$ cat src/rtl/npu_operand_feeder_pkg.sv
// Shared definitions for the operand feeder: activation address width and
// the FSM state encoding, visible to the layer controller and the bench.
package npu_operand_feeder_pkg;

  localparam int LOG2_ACT_ADDR_WIDTH = 10;

  typedef enum logic [1:0] {
    NPU_FEED_IDLE     = 2'd0,
    NPU_FEED_FEED     = 2'd1,
    NPU_FEED_DRAIN    = 2'd2,
    NPU_FEED_WAIT_ACK = 2'd3
  } feed_state_e;

endpackage

$ cat src/rtl/npu_feed_addr_gen.sv
// Operand index counter with the weight/activation base+i adders.
// Bases and length are captured on load; the index advances only on issue,
// so a hold simply freezes index and both addresses.
module npu_feed_addr_gen
  import npu_operand_feeder_pkg::*;
#(
  parameter int WT_ADDR_WIDTH  = 12,
  parameter int ACT_ADDR_WIDTH = LOG2_ACT_ADDR_WIDTH,
  parameter int LEN_WIDTH      = 12
) (
  input  logic                      clk,
  input  logic                      rst,
  input  logic                      load,
  input  logic [WT_ADDR_WIDTH-1:0]  wt_base,
  input  logic [ACT_ADDR_WIDTH-1:0] act_base,
  input  logic [LEN_WIDTH-1:0]      len,
  input  logic                      advance,
  output logic [WT_ADDR_WIDTH-1:0]  wt_addr,
  output logic [ACT_ADDR_WIDTH-1:0] act_addr,
  output logic                      first,
  output logic                      tc
);

  logic [WT_ADDR_WIDTH-1:0]  wt_base_q;
  logic [ACT_ADDR_WIDTH-1:0] act_base_q;
  logic [LEN_WIDTH-1:0]      len_q;
  logic [LEN_WIDTH-1:0]      idx_q;

  // Capture command fields on load, step the index on every issue.
  always_ff @(posedge clk) begin
    if (rst) begin
      wt_base_q  <= '0;
      act_base_q <= '0;
      len_q      <= '0;
      idx_q      <= '0;
    end else if (load) begin
      wt_base_q  <= wt_base;
      act_base_q <= act_base;
      len_q      <= len;
      idx_q      <= '0;
    end else if (advance) begin
      idx_q <= idx_q + LEN_WIDTH'(1);
    end
  end

  // Addresses wrap naturally at their own widths.
  assign wt_addr  = wt_base_q + WT_ADDR_WIDTH'(idx_q);
  assign act_addr = act_base_q + ACT_ADDR_WIDTH'(idx_q);
  assign first    = (idx_q == '0);
  assign tc       = (idx_q == (len_q - LEN_WIDTH'(1)));

endmodule

$ cat src/rtl/npu_operand_feeder.sv
// Operand feeder for the neuron datapath: one dot-product command in,
// an aligned weight/activation stream framed by start_p/last_p out.
//
//   state     | meaning
//   IDLE      | ready for a command; zero-length commands complete here
//   FEED      | issuing paired reads, one per non-held cycle
//   DRAIN     | last operand pair on the output (last_p)
//   WAIT_ACK  | waiting for the neuron write acknowledge
module npu_operand_feeder
  import npu_operand_feeder_pkg::*;
#(
  parameter int DATA_WIDTH     = 8,
  parameter int WT_ADDR_WIDTH  = 12,
  parameter int ACT_ADDR_WIDTH = LOG2_ACT_ADDR_WIDTH,
  parameter int LEN_WIDTH      = 12
) (
  input  logic                      clk,
  input  logic                      rst,
  input  logic                      cmd_valid,
  output logic                      cmd_ready,
  input  logic [WT_ADDR_WIDTH-1:0]  cmd_wt_base,
  input  logic [ACT_ADDR_WIDTH-1:0] cmd_act_base,
  input  logic [LEN_WIDTH-1:0]      cmd_len,
  input  logic                      cmd_wait_ack,
  input  logic                      feed_hold,
  output logic                      wt_rd_en,
  output logic [WT_ADDR_WIDTH-1:0]  wt_rd_addr,
  input  logic [DATA_WIDTH-1:0]     wt_rd_data,
  output logic                      act_rd_en,
  output logic [ACT_ADDR_WIDTH-1:0] act_rd_addr,
  input  logic [DATA_WIDTH-1:0]     act_rd_data,
  output logic                      mac_en,
  output logic                      start_p,
  output logic                      last_p,
  output logic [DATA_WIDTH-1:0]     weight_in,
  output logic [DATA_WIDTH-1:0]     act_in,
  input  logic                      wr_ack_p,
  output logic                      busy,
  output logic                      done_p
);

  feed_state_e state_q, state_d;
  logic accept, issue, idx_first, idx_tc, done_set;
  logic wait_ack_q, ack_seen_q;
  logic issue_q, first_q, last_q, done_q;

  assign accept = cmd_valid && (state_q == NPU_FEED_IDLE);
  assign issue  = (state_q == NPU_FEED_FEED) && !feed_hold;

  npu_feed_addr_gen #(
    .WT_ADDR_WIDTH (WT_ADDR_WIDTH),
    .ACT_ADDR_WIDTH(ACT_ADDR_WIDTH),
    .LEN_WIDTH     (LEN_WIDTH)
  ) u_addr_gen (
    .clk     (clk),
    .rst     (rst),
    .load    (accept),
    .wt_base (cmd_wt_base),
    .act_base(cmd_act_base),
    .len     (cmd_len),
    .advance (issue),
    .wt_addr (wt_rd_addr),
    .act_addr(act_rd_addr),
    .first   (idx_first),
    .tc      (idx_tc)
  );

  // State register.
  always_ff @(posedge clk) begin
    if (rst) state_q <= NPU_FEED_IDLE;
    else     state_q <= state_d;
  end

  // Next-state logic; done_set marks every path that completes a command.
  always_comb begin
    state_d  = state_q;
    done_set = 1'b0;
    case (state_q)
      NPU_FEED_IDLE: begin
        if (accept) begin
          if (cmd_len == '0) done_set = 1'b1;
          else               state_d  = NPU_FEED_FEED;
        end
      end
      NPU_FEED_FEED: begin
        if (issue && idx_tc) state_d = NPU_FEED_DRAIN;
      end
      NPU_FEED_DRAIN: begin
        if (wait_ack_q) begin
          state_d = NPU_FEED_WAIT_ACK;
        end else begin
          state_d  = NPU_FEED_IDLE;
          done_set = 1'b1;
        end
      end
      NPU_FEED_WAIT_ACK: begin
        if (wr_ack_p || ack_seen_q) begin
          state_d  = NPU_FEED_IDLE;
          done_set = 1'b1;
        end
      end
      default: state_d = NPU_FEED_IDLE;
    endcase
  end

  // Command flags, early-ack capture and the one-cycle read-latency alignment.
  always_ff @(posedge clk) begin
    if (rst) begin
      wait_ack_q <= 1'b0;
      ack_seen_q <= 1'b0;
      issue_q    <= 1'b0;
      first_q    <= 1'b0;
      last_q     <= 1'b0;
      done_q     <= 1'b0;
    end else begin
      if (accept) begin
        wait_ack_q <= cmd_wait_ack;
        ack_seen_q <= 1'b0;
      end else if ((state_q == NPU_FEED_DRAIN) && wr_ack_p) begin
        ack_seen_q <= 1'b1;
      end
      issue_q <= issue;
      first_q <= issue && idx_first;
      last_q  <= issue && idx_tc;
      done_q  <= done_set;
    end
  end

  assign cmd_ready = (state_q == NPU_FEED_IDLE);
  assign busy      = (state_q != NPU_FEED_IDLE);
  assign wt_rd_en  = issue;
  assign act_rd_en = issue;
  assign mac_en    = issue_q;
  assign start_p   = issue_q && first_q;
  assign last_p    = issue_q && last_q;
  assign weight_in = issue_q ? wt_rd_data  : '0;
  assign act_in    = issue_q ? act_rd_data : '0;
  assign done_p    = done_q;

endmodule
$ cat config.mk
export PLATFORM = sky130hd
export DESIGN_NAME = npu_operand_feeder
export DESIGN_NICKNAME = d
export VERILOG_FILES = /design/src/rtl/npu_operand_feeder_pkg.sv /design/src/rtl/npu_feed_addr_gen.sv /design/src/rtl/npu_operand_feeder.sv
export SDC_FILE = /design/constraint.sdc
export NUM_CORES = 1
export LEC_CHECK = 0
export CORE_MARGIN = 3
export CORE_UTILIZATION = 51
export DETAILED_ROUTE_END_ITERATION = 12
export HOLD_SLACK_MARGIN = 0.06
export PLACE_DENSITY = 0.86
export SYNTH_ARGS = -nofsm -noshare
export SYNTH_HDL_FRONTEND = slang
export SYNTH_SLANG_ARGS = --single-unit
$ cat constraint.sdc
create_clock -name clk -period 4 [get_ports clk]
set_input_delay 0.4 -clock clk [delete_from_list [all_inputs] [get_ports clk]]
set_output_delay 0.4 -clock clk [all_outputs]
set_load 0.01 [all_outputs]
==> metrics.md <==
| Metric | Value |
|---|---|
| CTS tree | `yes` |
| CP startpoint | `u_addr_gen.idx_q[0]` |
| CTS Sinks | `54` |
| Crit path top cell by count | `o21ai_0` |
| Reg2Reg Launch Point | `u_addr_gen.len_q[0]` |
| Starting DRT DRC Count | `193` |
| Cells along the critical path | `ha_1 -> inv_1 -> fa_1 -> nor2b_1 -> o21ai_0 -> a21boi_0 -> o21ai_0 -> a211o_1 -> mux2i_1 -> o2111ai_1 -> clkdlybuf4s50_1` |
| Synth Warn # | `0` |
| DR pass1 iterations | `5` |
| Nets | `607` |
| Delay-heaviest family, CP | `compound AO/OA/AOI/OAI gates` |
| Crit path kind | `reg2out` |
| Synth Register Bits | `54` |
| Unrepaired setup endpoints after global routing | `false` |
| Most common cell after layout, fill and taps aside | `clkdlybuf4s50_1` |
| Post-synth EDFFs | `0` |
| DRC Markers | `0` |
| Clk buf depth | `2` |
| Mapped Area | `0.00335 mm2` |
| Startpoint types | `register` |
| CP endpoint | `wt_rd_addr[10]` |
| DP Wirelength | `7030 um` |
| Stages on worst setup path | `11` |
| Area Growth Syn to Fin | `34.2%` |
| Syn_nets | `513` |
| Inserted Diodes | `0` |
| Drt wl/cell | `15.0 um` |
| Reg-to-reg slack, setup | `1.67 ns` |
| Clk slew on worst S/H paths | `0.10 ns` |
| Async SR Flop Fraction | `0%` |
| CTS root buf | `clkbuf_8` |
| Via count | `3392` |
| Clk Latency, worst-skew pair | `0.31 ns` |
| Synth cell types | `49` |
| Max stage delay on crit path | `0.58 ns` |
| Worst hold path cell count | `2` |
| Outcome | `finished, final reports clean` |
| GRT overflow | `0` |
| Avg Inst Size Synth | `7.76 um2` |
| Multi-input gate area | `0.00212 mm2` |
| Initial antenna violation count | `0` |
| Final setup fails | `0` |
| CTS buffer count | `5` |
| Ys flop type | `dfxtp_1` |
| Resized cells post-CTS | `0` |
| Slowest CP cell | `clkdlybuf4s50_1` |
| Core footprint | `0.00613 mm2` |
| Number of global-route vias before repair | `3069` |
| Setup_tns | `0 ns` |
| Clk_skew | `0.00530 ns` |
| Largest net degree at the start of global routing | `42` |
| Antenna Nets Post-Route | `0` |
| First-pass GRT wire length | `14400 um` |
| Setup Buffers After CTS | `0` |
| Leak Pwr | `1.82 nW` |
| Period utilization | `90.2%` |
| Min-delay worst type | `reg2reg` |
| Worst VDD drop | `0.000207 V` |
| Port Buffers | `101` |
| Register area | `0.00108 mm2` |
| Initial core utilization | `54.7%` |
| Max-Cap Viols | `0` |
| Syn Inst Count | `432` |
| Worst-Margin Slew | `0.666 ns` |
| Top Ports | `102` |
| Filler Cell Count | `499` |
| Commonest non-fill, non-tap cells in the layout | `101 x clkdlybuf4s50_1, 91 x nand2_1, 54 x dfxtp_1` |
| Final WL | `9060 um` |
| Arrival time at the worst endpoint | `3.21 ns` |
| WP buf/inv | `2` |
| Die W | `87.1 um` |
| Relative slew slack | `55.6%` |
| Ratio of cells with drive above 1 in the final layout | `3.23%` |
| Die area | `0.00758 mm2` |
| Slew Limit Fails | `0` |
| Max Fanout on Critical Path | `7` |
| Rows | `28` |
| Worst path required time | `3.60 ns` |
| Via/cell ratio | `5.63` |
| Tmin final | `3.61 ns` |
| Hold Worst Slack | `0.466 ns` |
| Chip height | `87.1 um` |
| Reg2reg path depth | `9` |
| Top achievable clock speed | `277 MHz` |
| Cts hold-fix bufs | `0` |
| Total GRT Usage | `24.0%` |
| H-tree levels | `2` |
| Final hold vios | `0` |
| Post-synthesis sequential area ratio | `32.3%` |
| Pwr per Cell Area | `277 mW/mm2` |
| R2r endpoint | `state_q[0]` |
| Gpl congestion | `0.969` |
| Crit end category | `primary output` |
synth_stat cells (3+ instances only):
cell       n  area share, %
dfxtp_1   54             32
a21oi_1   52            7.8
nor3b_1    3           0.67
o21ai_0   11            1.6
inv_1     18            2.0
nand2_1   91             10
ha_1      23            8.6
mux2i_1    5            1.5
clkbuf_1  13            1.5
and2_1    20            3.7
xor2_1    19            5.0
nor3_1     5           0.75
nand3_1    9            1.3
nand4_1    3           0.56
nor4_1     8            1.5
xnor2_1   24            6.3
nor2_1    29            3.2
worst reg2reg max path, stage by stage (launching register included):
cell	delay, ns
dfxtp_1	0.45
inv_1	0.08
ha_1	0.29
nor3b_1	0.19
a21oi_1	0.17
o2111ai_1	0.13
nor4_1	0.35
nand4_1	0.27
a31oi_1	0.24
nor2_1	0.05
registers in the layout (all words and copies together), names as in the netlist:
name / cells
ack_seen_q: 1
done_p: 1
first_q: 1
last_q: 1
mac_en: 1
state_q: 2
u_addr_gen.act_base_q: 10
u_addr_gen.idx_q: 12
u_addr_gen.len_q: 12
u_addr_gen.wt_base_q: 12
wait_ack_q: 1
kinds of logic after synthesis:
kind of cell / count (synthesis) / share of synthesized area, %
simple gates: 185 / 26.3
compound gates: 84 / 14.6
flops: 54 / 32.3
xor+xnor: 43 / 11.2
buf+inv: 36 / 4.40
fa+ha+maj: 25 / 9.78
mux: 5 / 1.49
cell type report:
class / count / share of cell area [%]
timing repair buffer: 104 / 23.0
clock buffer: 7 / 1.92
tap: 75 / 2.09
inverter: 19 / 1.59
clock inverter: 1 / 0.195
sequential: 54 / 24.0
multi-input combinational: 342 / 47.2
how the worst min path moves through the flow:
stage          slack, ns                  endpoint                     start
2_1_floorplan       0.44  u_addr_gen.act_base_q[0]  u_addr_gen.act_base_q[0]
3_3_place_gp        0.45   u_addr_gen.wt_base_q[7]   u_addr_gen.wt_base_q[7]
3_5_place_dp        0.45  u_addr_gen.act_base_q[7]  u_addr_gen.act_base_q[7]
4_1_cts             0.47  u_addr_gen.act_base_q[7]  u_addr_gen.act_base_q[7]
5_1_grt             0.49   u_addr_gen.wt_base_q[7]   u_addr_gen.wt_base_q[7]
6_report            0.47  u_addr_gen.act_base_q[7]  u_addr_gen.act_base_q[7]
through the flow:
step	area, um2	cells	power [mW]	setup WS, ns	util [%]
after global placement	4400	594	0.923	0.859	71.8
after detailed placement	4400	594	0.934	0.778	71.8
after floorplan	3350	432	0.786	1.44	-
after CTS	4500	602	1.25	0.409	73.4
after global routing	4500	602	1.31	0.173	73.4
final	4500	602	1.24	0.393	73.4
where the power goes:
part / internal (mW) / total [mW] / switching (mW)
Sequential: 0.567 / 0.599 / 0.0319
Combinational: 0.173 / 0.324 / 0.150
Clock: 0.143 / 0.322 / 0.179
per-layer routing:
metal	track usage [%]	part of all wire, %	vias up
li1	-	-	1650
met1	30.8	41	1564
met2	41.6	48	163
met3	4.26	9.4	15
met4	5.67	1.6	0
met5	0	0	-
(Power assumes the default switching activity.)
